$ cat config.mk
export PLATFORM = sky130hd
export DESIGN_NAME = gmii_rx_frame_check
export DESIGN_NICKNAME = d
export VERILOG_FILES = /design/src/rtl/gmii_rx_frame_check.sv
export SDC_FILE = /design/constraint.sdc
export NUM_CORES = 1
export LEC_CHECK = 0
export ABC_AREA = 1
export CAP_MARGIN = 0
export CORE_MARGIN = 2
export CORE_UTILIZATION = 35
export DETAILED_ROUTE_END_ITERATION = 12
export PLACE_DENSITY = 0.55
export SLEW_MARGIN = 30
export SYNTH_ARGS = -nofsm -noshare
export SYNTH_HDL_FRONTEND = slang
export SYNTH_SLANG_ARGS = --single-unit
$ cat constraint.sdc
create_clock -name gmii_rx_clk -period 3.5 [get_ports gmii_rx_clk]
set_input_delay 0.7 -clock gmii_rx_clk [delete_from_list [all_inputs] [get_ports gmii_rx_clk]]
set_output_delay 0.7 -clock gmii_rx_clk [all_outputs]
set_load 0.01 [all_outputs]
$ cat src/rtl/gmii_rx_frame_check.sv
// rtl/gmii_rx_frame_check.sv - GMII receive framer: preamble strip, FCS/length check, FCS strip, stats
//
// Purpose: strips the preamble and SFD from a GMII receive stream. Checks the frame's
//   CRC-32 and its length, then forwards DA..last payload byte as an 8-bit stream. The
//   frame's error flag is carried on the tlast beat. Keeps saturating good/bad/drop counters.
// Ports:
//   gmii_rx_clk            receive clock; the whole block runs in this domain
//   sys_rst                synchronous active-high reset
//   gmii_rx_dv, gmii_rxd   GMII receive data valid and byte
//   m_axis_t*              payload stream (no backpressure); tuser = frame error on tlast
//   stat_good/bad/drop     saturating frame counters
`timescale 1ns/1ps
module gmii_rx_frame_check #(
  parameter int MIN_FRAME = 64,
  parameter int MAX_FRAME = 1518,
  parameter int CNT_W     = 16
) (
  input  logic             gmii_rx_clk,
  input  logic             sys_rst,
  input  logic             gmii_rx_dv,
  input  logic [7:0]       gmii_rxd,
  output logic             m_axis_tvalid,
  output logic [7:0]       m_axis_tdata,
  output logic             m_axis_tlast,
  output logic             m_axis_tuser,
  output logic [CNT_W-1:0] stat_good,
  output logic [CNT_W-1:0] stat_bad,
  output logic [CNT_W-1:0] stat_drop
);

  localparam int LEN_W = $clog2(MAX_FRAME + 2);
  localparam logic [LEN_W-1:0] LEN_SAT = LEN_W'(MAX_FRAME + 1);
  localparam logic [LEN_W-1:0] LEN_MIN = LEN_W'(MIN_FRAME);
  localparam logic [LEN_W-1:0] LEN_MAX = LEN_W'(MAX_FRAME);
  localparam logic [LEN_W-1:0] LEN_FCS = LEN_W'(5);
  localparam logic [31:0]      CRC_RESIDUE = 32'hC704DD7B;

  typedef enum logic [1:0] {IDLE, PRE, DATA, ABORT} state_t;

  state_t            r_state;
  logic              r_dv_d;
  logic [4:0][7:0]   r_sr;
  logic [LEN_W-1:0]  r_cnt;
  logic [31:0]       r_crc;

  logic [31:0]       w_crc_next;
  logic [31:0]       w_crc_rev;
  logic              w_start;
  logic              w_err;

  function automatic logic [31:0] crc_byte(input logic [31:0] c, input logic [7:0] d);
    logic [31:0] v;
    v = c ^ {24'h0, d};
    for (int i = 0; i < 8; i++) begin
      v = v[0] ? ((v >> 1) ^ 32'hEDB88320) : (v >> 1);
    end
    return v;
  endfunction

  function automatic logic [CNT_W-1:0] sat_inc(input logic [CNT_W-1:0] v);
    return (&v) ? v : v + CNT_W'(1);
  endfunction

  // The register is kept in reflected (LSB-first) order. It is bit-reversed here so that
  // the residue comparison is made in normal bit order.
  always_comb begin
    w_crc_rev = '0;
    for (int i = 0; i < 32; i++) begin
      w_crc_rev[i] = r_crc[31-i];
    end
  end

  assign w_crc_next = crc_byte(r_crc, gmii_rxd);
  assign w_start    = gmii_rx_dv & ~r_dv_d;
  assign w_err      = (w_crc_rev != CRC_RESIDUE) | (r_cnt < LEN_MIN) | (r_cnt > LEN_MAX);

  always_ff @(posedge gmii_rx_clk) begin
    // dv history keeps tracking through reset. This way, a dv already high at release is
    // not seen as a rising edge.
    r_dv_d <= gmii_rx_dv;
    if (sys_rst) begin
      r_state       <= IDLE;
      r_sr          <= '0;
      r_cnt         <= '0;
      r_crc         <= '1;
      m_axis_tvalid <= 1'b0;
      m_axis_tdata  <= 8'h00;
      m_axis_tlast  <= 1'b0;
      m_axis_tuser  <= 1'b0;
      stat_good     <= '0;
      stat_bad      <= '0;
      stat_drop     <= '0;
    end else begin
      m_axis_tvalid <= 1'b0;
      m_axis_tlast  <= 1'b0;
      m_axis_tuser  <= 1'b0;
      case (r_state)
        IDLE: begin
          if (w_start) begin
            r_cnt <= '0;
            r_crc <= '1;
            if (gmii_rxd == 8'h55) begin
              r_state <= PRE;
            end else if (gmii_rxd == 8'hD5) begin
              r_state <= DATA;
            end else begin
              r_state   <= ABORT;
              stat_drop <= sat_inc(stat_drop);
            end
          end
        end
        PRE: begin
          if (!gmii_rx_dv) begin
            r_state   <= IDLE;
            stat_drop <= sat_inc(stat_drop);
          end else if (gmii_rxd == 8'hD5) begin
            r_state <= DATA;
          end else if (gmii_rxd != 8'h55) begin
            r_state   <= ABORT;
            stat_drop <= sat_inc(stat_drop);
          end
        end
        DATA: begin
          if (gmii_rx_dv) begin
            r_sr  <= {r_sr[3:0], gmii_rxd};
            r_crc <= w_crc_next;
            if (r_cnt != LEN_SAT) r_cnt <= r_cnt + LEN_W'(1);
            // The oldest byte leaves only once four newer bytes are behind it. Those
            // trailing four may turn out to be the FCS.
            if (r_cnt >= LEN_FCS) begin
              m_axis_tvalid <= 1'b1;
              m_axis_tdata  <= r_sr[4];
            end
          end else begin
            r_state <= IDLE;
            if (r_cnt >= LEN_FCS) begin
              m_axis_tvalid <= 1'b1;
              m_axis_tdata  <= r_sr[4];
              m_axis_tlast  <= 1'b1;
              m_axis_tuser  <= w_err;
              if (w_err) stat_bad  <= sat_inc(stat_bad);
              else       stat_good <= sat_inc(stat_good);
            end else begin
              stat_drop <= sat_inc(stat_drop);
            end
          end
        end
        ABORT: begin
          if (!gmii_rx_dv) r_state <= IDLE;
        end
        default: r_state <= IDLE;
      endcase
    end
  end

endmodule

# After elaboration in Yosys (flattened, before gate mapping)
# Index checks and enable logic that the tools add are counted.
[word_totals]
reg_bits = 145
inputBits = 11
[classes]
add_sub_neg = 4
magnitude_cmp = 3
n_eq_ne = 19
mux = 34
n_bitwise = 19
n_reduce_logical = 18
[ops]
columns = ["operator", "count"]
rows = [
  ["$mux W32", 10],
  ["$mux W16", 9],
  ["$not A13 Y14", 8],
  ["$pmux W32 S2", 1],
  ["$add A16 B1 Y16 const B", 3],
  ["$pmux W16 S3", 1],
  ["$reduce_and A16 Y1", 3],
  ["$mux W11", 3],
  ["$ne A32 B32 Y1 const B", 1],
  ["$xor A32 B8 Y32", 1],
  ["$pmux W11 S2", 1],
  ["$ne A2 B2 Y1 const B", 8],
  ["$mux W2", 6],
  ["$add A11 B1 Y11 const B", 1],
  ["$ge A11 B3 Y1 const B", 1],
  ["$gt A11 B11 Y1 const B", 1],
  ["$lt A11 B7 Y1 const B", 1],
  ["$ne A11 B11 Y1 const B", 1],
  ["$reduce_and A5 Y1", 2],
  ["$eq A8 B7 Y1 const B", 1],
  ["$eq A8 B8 Y1 const B", 1],
  ["$ne A8 B7 Y1 const B", 1],
  ["$reduce_and A8 Y1", 1],
  ["$not A1 Y1", 7],
  ["other kinds (17)", 24],
]

# Logic depth before layout (Yosys ltp)
[logic_depth]
ltp_word = 19
depth_mapped = 14

# Worst setup path after synthesis
# OpenSTA, ideal clock, no wires.
[synth_timing]
path_kind = "in2reg"
start = "in gmii_rx_dv"
end = "reg r_cnt[6]"
setup_time_ns = 0.119
arrival_ns = 1.879
slack_ns = 1.501
path_stages = 8
n_path_buf = 1
path_cell_list = "buf_2 -> inv_1 -> a211oi_4 -> nand2_1 -> nor3_2 -> nand2_1 -> o21ai_0 -> a21oi_1"
[synth_via]
elab_chain_len = 3
word_cells_on_any_way = 4
cone_classes = "2 x eq/ne; 1 x bitwise; 1 x reduce/logical"
[synth_rtl]
columns = ["element", "line", "source"]
rows = [
  ["start, declared", "20", "input logic gmii_rx_dv,"],
  ["$and A1 B1 Y1", "74", "assign w_start = gmii_rx_dv & ~r_dv_d;"],
  ["$ne A2 B2 Y1 (no source line)", "-", ""],
  ["$reduce_and A4 Y1 (no source line) (*)", "-", ""],
  ["end signal, assigned", "127", "if (r_cnt != LEN_SAT) r_cnt <= r_cnt + LEN_W'(1);"],
  ["end, declared", "43", "logic [LEN_W-1:0] r_cnt;"],
]
# Mark *: on every way between the ends. The rest lies on a longest branch, timed or not.
# A chain may end at the register's enable or synchronous reset.

# Final worst setup path
[layout_timing]
start = "in gmii_rxd[7]"
end = "reg r_crc[20]"
[layout_via]
elab_chain_len = 12
[layout_rtl]
columns = ["element", "line", "source"]
rows = [
  ["start, declared", "21", "input logic [7:0] gmii_rxd,"],
  ["$xor A32 B8 Y32 (*)", "53", "v = c ^ {24'h0, d};"],
  ["$mux W32 (*)", "55", "v = v[0] ? ((v >> 1) ^ 32'hEDB88320) : (v >> 1);"],
  ["$not A13 Y14 (no source line)", "-", ""],
  ["$mux W32 (*) (7 in series)", "55", ""],
  ["$mux W32 (*)", "124", "if (gmii_rx_dv) begin"],
  ["$pmux W32 S2 (*)", "97", "case (r_state)"],
  ["end signal, assigned", "126", "r_crc <= w_crc_next;"],
  ["end, declared", "44", "logic [31:0] r_crc;"],
]
# Mark *: on every way between the ends. The rest lies on a longest branch, timed or not. The select of a mux whose other input is x is not followed.

==> flow_metrics.env <==
export IMPL_clkSinkCount=145
export IMPL_hold_path_class="reg2reg"
export IMPL_crit_path_max_fanout=6
export IMPL_initial_core_util_pct=35.8
export IMPL_clockBufferDepth=2
export IMPL_drtIter0Drc=468
export IMPL_fin_util_pct=42.8
export IMPL_cp_start_kind="input port"
export IMPL_cts_resized=0
export IMPL_via_per_inst=4.87
export IMPL_hold_violations=0
export IMPL_ant_nets=0
export IMPL_place_congestion=0.864
export IMPL_netlist_cell_type_count=41
export IMPL_num_nets_final=1238
export IMPL_yosysMostFrequentCell="nand2_1"
export IMPL_seq_area_um2=2900
export IMPL_fill_cells=2338
export IMPL_first_global_vias=6749
export IMPL_vias=7375
export IMPL_crit_chain="clkdlybuf4s50_1 -> inv_1 -> nand2_1 -> nand2_1 -> xnor2_1 -> nand2_1 -> nand2_1 -> inv_1 -> nand3_1 -> nand3_1 -> nand2_1 -> nand2_1"
export IMPL_period_share_pct=74.8
export IMPL_rsz0062_at_grt="no"
export IMPL_synth_top_area_share_pct=36.9
export IMPL_dieArea_um2=23700
export IMPL_synth_edf_count=0
export IMPL_tightest_slew_ps=679
export IMPL_finalMaxSlewViolations=0
export IMPL_finalNonFillerCells=1515
export IMPL_maxCapViolCount=0
export IMPL_cts_tree="yes"
export IMPL_die_h_um=154
export IMPL_slowest_stage="clkdlybuf4s50_1"
export IMPL_synthCells=1163
export IMPL_coreArea_um2=22000
export IMPL_antenna_found_initial=0
export IMPL_place_hpwl_um=14700
export IMPL_clock_root_buffer="clkbuf_16"
export IMPL_fin_crit_ps=2620
export IMPL_ir_drop_mv=0.246
export IMPL_yosysTopAreaCell="dfxtp_1"
export IMPL_power_density_nw_per_um2=582
export IMPL_leakagePower_nw=3.71
export IMPL_multi_input_area_um2=4350
export IMPL_cts_htree_levels=4
export IMPL_post_cts_buffers=0
export IMPL_path_class="in2reg"
export IMPL_antenna_cells=0
export IMPL_hold_buffers=0
export IMPL_area_delta_synth_final_pct=19.5
export IMPL_ys_seq_area_share_pct=36.9
export IMPL_worstPathRequired_ps=3820
export IMPL_status="finished clean"
export IMPL_critPathArrivalTime_ps=2940
export IMPL_setup_viol=0
export IMPL_finalClockSkew_ps=11.7
export IMPL_netlist_top_cells_area="dfxtp_1, nand2_1, nor2_1"
export IMPL_drt_wirelength_per_cell_um=13.7
export IMPL_die_x_um=154
export IMPL_syn_cell_area_um2=7860
export IMPL_maxSlewHeadroom_pct=54.4
export IMPL_synth_flop_cell="dfxtp_1"
export IMPL_clk_latency_ps=430
export IMPL_fmax_ghz=0.382
export IMPL_dp_cells=1483
export IMPL_dr_pass1_iters=4
export IMPL_drive_gt1_share_pct=5.83
export IMPL_synth_async_reset_ratio_pct=0
export IMPL_synth_avg_cell_area_um2=6.76
export IMPL_ioPinCount=70
export IMPL_grt_max_degree=37
export IMPL_synthTopCellsByCount="nand2_1, nor2_1, dfxtp_1"
export IMPL_core_rowCount=54
export IMPL_cts_made_buffers=17
export IMPL_cp_common_cell="nand2_1"
export IMPL_ys_warn_count=0
export IMPL_drc_errors=0
export IMPL_synth_seq_cells=145
export IMPL_drt_wl_total_um=20700
export IMPL_worst_setup_path_end_kind="flip-flop"
export IMPL_setup_tns_ps=0
export IMPL_clk_pin_slew_ps=70
export IMPL_cpPeakStageDelay_ps=520
export IMPL_numPortBuffers=69
export IMPL_finalPower_w=0.00547
export IMPL_grt_first_pass_wirelength_um=34700
export IMPL_track_usage_pct=18.0
export IMPL_syn_nets=1179
export IMPL_grt_overflow_total=0
cell type report:
class                   count  area share (%)
clock buffers              18            4.57
flip-flops and latches    145            30.9
repair buffers             82            8.47
well taps                 280            3.73
multi-input cells         864            46.3
inverters                 112            4.47
clock inverters            14            1.53
power breakdown:
part	internal (W)	total, W	switching (W)
Combinational	0.000582	0.00168	0.00110
Sequential	0.00186	0.00202	0.000164
Clock	0.000947	0.00176	0.000817
per-layer routing:
metal | part of all wire [%] | global-route usage [%] | vias to the layer above
met5 | 0 | 0 | -
met4 | 1.3 | 5.79 | 0
met3 | 3.5 | 2.73 | 20
met2 | 45 | 28.4 | 125
met1 | 50 | 25.2 | 3349
li1 | - | - | 3881
placed cells by master (no fill, tap or decap), types with 2 or more instances in the layout:
cell type	count
clkinv_8	2
xnor2_1	31
a21oi_1	68
buf_4	12
clkdlybuf4s50_1	68
inv_8	3
nor2_1	184
nor3_1	24
clkbuf_16	17
o21ai_0	97
inv_6	5
clkinv_4	3
nand2_2	5
inv_2	6
nand3_1	65
inv_1	105
nand2_1	256
o211ai_1	10
ha_1	5
xnor2_2	2
nor2_2	3
xor2_1	55
dfxtp_1	145
nor2_4	2
nand4_1	40
per-stage QoR:
step	cell area (um2)	hold slack [ps]	setup slack (ps)
3_3_place_gp	8820	456	458
5_1_grt	9400	498	689
4_1_cts	9400	482	916
6_report	9400	477	883
3_5_place_dp	8820	466	470
2_1_floorplan	7860	442	1500
state kept, by name, indices dropped and copies added, names as in the netlist, 2 cells and up:
name          flops
r_crc            32
r_state           2
r_sr             40
m_axis_tdata      8
r_cnt            11
stat_good        16
stat_bad         16
stat_drop        16
path summary, 6_finish.rpt:
path | start | to | slack, ps | depth (start not counted)
worst max register to register | r_state[1] | stat_bad[1] | 1100 | 9
worst min register to register | r_sr[13] | r_sr[13] | 480 | 2
worst min-delay path | r_sr[13] | r_sr[13] | 480 | 2
worst max-delay path | gmii_rxd[7] | r_crc[20] | 880 | 12
logic make-up after synthesis:
kind of cell,after synthesis,share of synthesized area (%)
fa+ha+maj,5,0.796
buf+inv,154,7.70
compound gates,181,12.3
flops,145,36.9
simple gates,589,31.9
xor+xnor,89,10.3
worst max-delay path: cells and delay by family:
family / cells / cell delay [ps]
AND/OR/NAND/NOR: 8 / 970
XOR/XNOR: 1 / 490
buffers and inverters: 3 / 760
Power figures use the tool's default switching activity.
